[config.mk]
export PLATFORM = sky130hd
export DESIGN_NAME = egd_bitstream_feeder_flat
export DESIGN_NICKNAME = d
export VERILOG_FILES = /design/src/rtl/egd_bitstream_feeder_if.sv /design/src/rtl/egd_bitstream_feeder.sv /design/src/flat_wrapper.sv
export SDC_FILE = /design/constraint.sdc
export NUM_CORES = 1
export LEC_CHECK = 0
export CAP_MARGIN = 20
export CORE_MARGIN = 5
export CORE_UTILIZATION = 46
export DETAILED_ROUTE_END_ITERATION = 6
export GPL_TIMING_DRIVEN = 1
export PLACE_DENSITY_LB_ADDON = 0.12
export SYNTH_ARGS = -nofsm -noshare
export SYNTH_HDL_FRONTEND = slang
export SYNTH_SLANG_ARGS = --single-unit
[constraint.sdc]
create_clock -name clk -period 5.15 [get_ports clk]
set_clock_uncertainty 0.2 [all_clocks]
set_input_delay 1.03 -clock clk [delete_from_list [all_inputs] [get_ports clk]]
set_output_delay 1.03 -clock clk [all_outputs]
set_load 0.02 [all_outputs]
[src/rtl/egd_bitstream_feeder_if.sv]
// Byte-in / window-out / consume bus of the exp-Golomb bitstream feeder.
// master = host + decoder side, slave = feeder.
interface egd_bitstream_feeder_if;
  logic [7:0]  in_byte;
  logic        in_valid;
  logic        in_ready;
  logic [15:0] bs_window;
  logic        win_valid;
  logic        cons_valid;
  logic [4:0]  cons_len;

  modport master (
    output in_byte, in_valid, cons_valid, cons_len,
    input  in_ready, bs_window, win_valid
  );

  modport slave (
    input  in_byte, in_valid, cons_valid, cons_len,
    output in_ready, bs_window, win_valid
  );
endinterface

[src/rtl/egd_bitstream_feeder.sv]
// Bitstream feeder for the exp-Golomb decoder: 32-bit MSB-first buffer.
// Define EGD_EPB_REMOVE_EN to drop emulation-prevention bytes (00 00 03).
module egd_bitstream_feeder #(
  parameter int CNT_W = 16,
  parameter int EPB_W = 8
) (
  input  logic                 clk,
  input  logic                 rst,
  input  logic                 flush,
  egd_bitstream_feeder_if.slave bus,
  output logic [5:0]           fill_level,
  output logic                 byte_aligned,
  output logic [CNT_W-1:0]     bits_consumed,
  output logic [EPB_W-1:0]     epb_count,
  output logic                 err_underflow
);

  logic [31:0]      buf_q;
  logic [5:0]       fill_q;
  logic [2:0]       bit_off;
  logic [CNT_W-1:0] cons_cnt;
  logic             err_q;

  logic        legal;
  logic        illegal;
  logic [4:0]  c;
  logic [31:0] buf_s;
  logic [5:0]  fill_s;
  logic        push;
  logic        drop;
  logic        ins;
  logic [31:0] buf_n;
  logic [5:0]  fill_n;

  assign bus.in_ready  = ~rst & ~flush & (fill_q <= 6'd24);
  assign bus.bs_window = buf_q[31:16];
  assign bus.win_valid = (fill_q >= 6'd16);

  assign fill_level    = fill_q;
  assign byte_aligned  = (bit_off == 3'd0);
  assign bits_consumed = cons_cnt;
  assign err_underflow = err_q;

  assign legal = bus.cons_valid & bus.win_valid
               & (bus.cons_len != 5'd0)
               & (bus.cons_len <= 5'd16);
  assign illegal = bus.cons_valid & ~legal;

  assign c      = legal ? bus.cons_len : 5'd0;
  assign buf_s  = buf_q << c;
  assign fill_s = fill_q - {1'b0, c};
  assign push   = bus.in_valid & bus.in_ready;
  assign ins    = push & ~drop;

  // Consume first, then append the new byte right below the remaining bits
  always_comb begin
    buf_n  = buf_s;
    fill_n = fill_s;
    if (ins) begin
      buf_n  = buf_s | ({bus.in_byte, 24'b0} >> fill_s);
      fill_n = fill_s + 6'd8;
    end
  end

  // Buffer, fill, alignment and sticky error state
  always_ff @(posedge clk) begin
    if (rst) begin
      buf_q    <= '0;
      fill_q   <= '0;
      bit_off  <= '0;
      cons_cnt <= '0;
      err_q    <= 1'b0;
    end else if (flush) begin
      buf_q   <= '0;
      fill_q  <= '0;
      bit_off <= '0;
      err_q   <= 1'b0;
    end else begin
      buf_q    <= buf_n;
      fill_q   <= fill_n;
      bit_off  <= bit_off + c[2:0];
      cons_cnt <= cons_cnt + CNT_W'(c);
      if (illegal) err_q <= 1'b1;
    end
  end

`ifdef EGD_EPB_REMOVE_EN
  logic [1:0]       zero_run;
  logic [EPB_W-1:0] epb_q;

  assign drop = push & (zero_run == 2'd2) & (bus.in_byte == 8'h03);
  assign epb_count = epb_q;

  // Track consecutive zero bytes and count dropped EPBs
  always_ff @(posedge clk) begin
    if (rst) begin
      zero_run <= '0;
      epb_q    <= '0;
    end else if (flush) begin
      zero_run <= '0;
    end else if (push) begin
      if (drop) begin
        zero_run <= '0;
        if (epb_q != {EPB_W{1'b1}}) epb_q <= epb_q + 1'b1;
      end else if (bus.in_byte == 8'h00) begin
        if (zero_run != 2'd2) zero_run <= zero_run + 2'd1;
      end else begin
        zero_run <= '0;
      end
    end
  end
`else
  assign drop = 1'b0;
  assign epb_count = '0;
`endif

endmodule

[src/flat_wrapper.sv]
// flat-port wrapper written by rule: the top's interface ports become plain ports
module egd_bitstream_feeder_flat 
#(
  parameter int CNT_W = 16,
  parameter int EPB_W = 8
)
  (clk, rst, flush, fill_level, byte_aligned, bits_consumed, epb_count, err_underflow, bus_in_byte, bus_in_valid, bus_cons_valid, bus_cons_len, bus_in_ready, bus_bs_window, bus_win_valid);
  egd_bitstream_feeder_if bus_i ();
  input  logic clk;
  input  logic rst;
  input  logic flush;
  output logic [5:0] fill_level;
  output logic byte_aligned;
  output logic [CNT_W-1:0] bits_consumed;
  output logic [EPB_W-1:0] epb_count;
  output logic err_underflow;
  input wire logic [$bits(bus_i.in_byte)-1:0] bus_in_byte;
  input wire logic [$bits(bus_i.in_valid)-1:0] bus_in_valid;
  input wire logic [$bits(bus_i.cons_valid)-1:0] bus_cons_valid;
  input wire logic [$bits(bus_i.cons_len)-1:0] bus_cons_len;
  output wire logic [$bits(bus_i.in_ready)-1:0] bus_in_ready;
  output wire logic [$bits(bus_i.bs_window)-1:0] bus_bs_window;
  output wire logic [$bits(bus_i.win_valid)-1:0] bus_win_valid;
  assign bus_i.in_byte = bus_in_byte;
  assign bus_i.in_valid = bus_in_valid;
  assign bus_i.cons_valid = bus_cons_valid;
  assign bus_i.cons_len = bus_cons_len;
  assign bus_in_ready = bus_i.in_ready;
  assign bus_bs_window = bus_i.bs_window;
  assign bus_win_valid = bus_i.win_valid;
  egd_bitstream_feeder #(.CNT_W(CNT_W), .EPB_W(EPB_W)) u_core (.clk(clk), .rst(rst), .flush(flush), .bus(bus_i), .fill_level(fill_level), .byte_aligned(byte_aligned), .bits_consumed(bits_consumed), .epb_count(epb_count), .err_underflow(err_underflow));
endmodule
==> summary.md, run 1 <==
| Metric | Value |
|---|---|
| Area share of the largest cell type after synthesis | 0.222 |
| Mux share of post-synthesis cell area | 0.116 |
| Non-Filler Instances | 866 |
| Leak pwr | 2.39 nW |
| # placed instances | 850 |
| N_diodes | 0 |
| CTS tree | built |
| Crit Path Class | in -> reg |
| Worst skew pair latency | 340 ps |
| Placer Congestion | 1.03 |
| Ys flop type | dfxtp_1 |
| Ports | 68 |
| Hold Crit Class | reg -> reg |
| Slew @ Worst Pin | 814 ps |
| Netlist cell types | 78 |
| Vias per inst | 6.67 |
| WP data required | 5170 ps |
| Part of the power in registers | 0.309 |
| Logic pwr share | 0.246 |
| Final-report hold violation count | 0 |
| Max Cap Violations | 0 |
| Sw frac | 0.309 |
| Post-Syn Instances | 681 |
| Core ar. | 0.0113 mm² |
| Vias in the first global route | 5444 |
| Max-slew violation count | 0 |
| WL final | 19600 µm |
| Synth Area in Simple Gates | 0.215 |
| Crit path capture type | flop |
| Ranking of synthesized cells by area | dfxtp_1 22%, mux2i_1 5.7%, nor2_1 4.7% |
| GR Overflow Total | 0 |
| First-pass GRT wire length | 30100 µm |
| Pre-antenna DRT Iters | 6 |
| CTS clk-pin slew, worst paths | 60 ps |
| Seq/Total Area, Yosys | 0.222 |
| WHS | 308 ps |
| Routed WL per cell | 22.6 µm |
| Int Pwr | 1.09 mW |
| Yosys warnings | 0 |
| Top cells by instance count after synthesis | 66 x nor2_1, 58 x dfxtp_1, 47 x a21oi_1, 46 x nand2_1, 34 x o21ai_0 |
| Initial antenna violation count | 0 |
| Total track usage | 0.290 |
| Tmin final | 4380 ps |
| HPWL after detailed placement | 14400 µm |
| Final setup vio count | 0 |
| Layout cells sized above 1 | 0.122 |
| Starting Density | 0.464 |
| # fillers | 1074 |
| Cell Pwr Density | 253 mW/mm² |
| Crit path DAT | 4400 ps |
| H-tree Lvls | 3 |
| CTS root buffer | clkbuf_16 |
| Largest net degree at the start of global routing | 56 |
| # port buffers | 59 |
| Total net switching power | 486 µW |
| Crit-path cells | clkdlybuf4s50_1 -> buf_4 -> nor3_2 -> fa_1 -> mux2_2 -> nor2_1 -> a21oi_1 -> o32ai_1 -> or3_1 |
| Xor and xnor area share after synthesis | 0.0352 |
| Status | finished, final reports clean |
| CP max stage delay | 750 ps |
| Share of flip-flops with an asynchronous set or reset | 0 |
| Max Buffers Root-to-Sink | 2 |
| Die W | 117 µm |
| Clk sink count | 58 |
| Core Rows | 39 |
| Largest family of logic cells by synthesized area | compound AO/OA/AOI/OAI gates |
| Post-route setup TNS | 0 ps |
| Mapped Avg Cell Area | 7.67 µm² |
| Max Fclk | 0.228 GHz |
| Critical path launch point type | input port |
| DRC Markers | 0 |
| Most numerous cell in the Yosys netlist | nor2_1 |
| Number of synthesized flops with an enable pin | 0 |
| Slowest stage cell, crit path | fa_1 |
| Max-slew headroom | 0.455 |
| Compound-Gate Fraction of Synth Area | 0.282 |
| Post-Synth Adder-Cell Area | 0.0402 |
| RSZ-0062 raised after global routing | false |
| DRT iter0 DRCs | 714 |
| Max IR drop VDD | 161 µV |
| Post-CTS sizing | 0 |
| Via count | 5780 |
| Setup Buffers After CTS | 0 |
| Yosys reg bits | 58 |
| Die ar. | 0.0136 mm² |
| Period utilisation layout | 0.851 |
| Hold Buf Count CTS | 0 |
| Antenna Nets Post-Route | 0 |
| Mapped cell area | 0.00523 mm² |
| Pre-CTS WS | 512 ps |
| Top cell type by total area after synthesis | dfxtp_1 |
| Final nets | 751 |
| Peak fanout along the critical path | 23 |
| Bufs and invs on worst path | 2 |
| Num CTS Buffers | 9 |
| Clock network power share | 0.445 |
| Area Overhead vs Synth | 19.1% |
| Final Worst Setup Slack | 768 ps |
| Delay-heaviest family, CP | simple AND/OR/NAND/NOR gates |
| Die Span Y | 117 µm |
[through the flow]
stage / power (mW) / area (µm²) / utilization
final: 1.57 / 6220 / 0.552
after detailed placement: 0.868 / 5870 / 0.521
after global routing: 1.63 / 6220 / 0.552
after floorplan: 0.748 / 5250 / -
after CTS: 1.57 / 6220 / 0.552
after global placement: 0.868 / 5870 / 0.521
[power by group through the flow]
stage / clock [mW] / sequential, mW / combinational, mW
final: 0.700 / 0.487 / 0.387
after global routing: 0.731 / 0.487 / 0.412
after CTS: 0.704 / 0.485 / 0.376
after detailed placement: 0 / 0.495 / 0.374
after global placement: 0 / 0.494 / 0.374
after floorplan: 0 / 0.486 / 0.262
[worst register-to-register path: stages, from the launching register on]
cell     delay, ps
dfxtp_1        600
o21ai_1        210
nor3_2         520
fa_1           750
mux2_2         390
nor2_1          50
a21oi_1        390
o32ai_1        190
or3_1          390
[layout make-up]
type,instances,area (µm²),share of cell area
multi-input combinational,535,3620,0.582
sequential,58,1160,0.187
timing repair buffer,91,826,0.133
clock buffer,13,280,0.0450
tap,143,179,0.0287
inverter,23,86.3,0.0139
clock inverter,3,68.8,0.0111
[cell families (layout without fill, tap and decap cells)]
kind of cell | after synthesis | after routing
xor gates and xnor gates | 21 | 21
DFF | 58 | 58
muxes | 54 | 54
AOI/OAI and AO/OA | 213 | 213
and+or+nand+nor | 224 | 224
buffers and inverters | 95 | 130
other | 1 | 8
adders and majority gates | 15 | 15
[sequential cells by signal, summed over array words and instances (netlist names)]
signal	count
u_core.bit_off	3
u_core.bits_consumed	16
u_core.buf_q	32
u_core.err_underflow	1
u_core.fill_level	6
[path summary, 6_finish.rpt]
check | end | start | cells past startpoint | slack [ps]
setup reg to reg | u_core.buf_q[24]$_SDFF_PP0_ | u_core.fill_level[5]$_SDFF_PP0_ | 8 | 1360
hold / removal | u_core.bits_consumed[11]$_SDFFE_PP0N_ | u_core.bits_consumed[11]$_SDFFE_PP0N_ | 2 | 310
setup / recovery | u_core.buf_q[24]$_SDFF_PP0_ | bus_cons_len[4] | 9 | 770
hold reg to reg | u_core.bits_consumed[11]$_SDFFE_PP0N_ | u_core.bits_consumed[11]$_SDFFE_PP0N_ | 2 | 310
[cells in the final DEF (no fill, tap or decap), types with 8 or more instances in the layout]
| cell | netlist | routed |
|---|---|---|
| ha_1 | 12 | 12 |
| clkbuf_16 | 0 | 9 |
| mux2i_1 | 30 | 30 |
| or3_1 | 8 | 8 |
| o21ai_0 | 34 | 34 |
| a21o_1 | 9 | 9 |
| nand2b_1 | 8 | 8 |
| a21oi_1 | 47 | 47 |
| o22ai_1 | 12 | 12 |
| nor2_1 | 66 | 66 |
| nand3_1 | 15 | 15 |
| dfxtp_1 | 58 | 58 |
| mux2_2 | 21 | 21 |
| a31oi_1 | 9 | 9 |
| o221ai_1 | 11 | 11 |
| buf_4 | 24 | 32 |
| xnor2_1 | 16 | 16 |
| and3_1 | 9 | 9 |
| clkdlybuf4s50_1 | 0 | 58 |
| o32ai_1 | 8 | 8 |
| conb_1 | 1 | 8 |
| nand4_1 | 9 | 9 |
| nor4_1 | 12 | 12 |
| inv_1 | 19 | 19 |
| nand2_1 | 46 | 46 |
| nor3_1 | 20 | 20 |
[per-layer routing]
metal | GRT usage | part of all wire | wire length [µm] | up-vias
met1 | 0.369 | 0.39 | 7660 | 2701
li1 | - | - | - | 2599
met2 | 0.461 | 0.45 | 8820 | 394
met3 | 0.0679 | 0.11 | 2140 | 86
met4 | 0.141 | 0.048 | 938 | 0
met5 | 0 | 0 | 0 | -
(Power assumes the default switching activity.)
==> run 2: changes to the inputs <==
ABC_CLOCK_PERIOD_IN_PS = 5150   (was not set)
SLEW_MARGIN = 20   (was not set)
==> results of run 2 <==
Same layout as run 1: the final DEF is identical, and so are final timing and power.
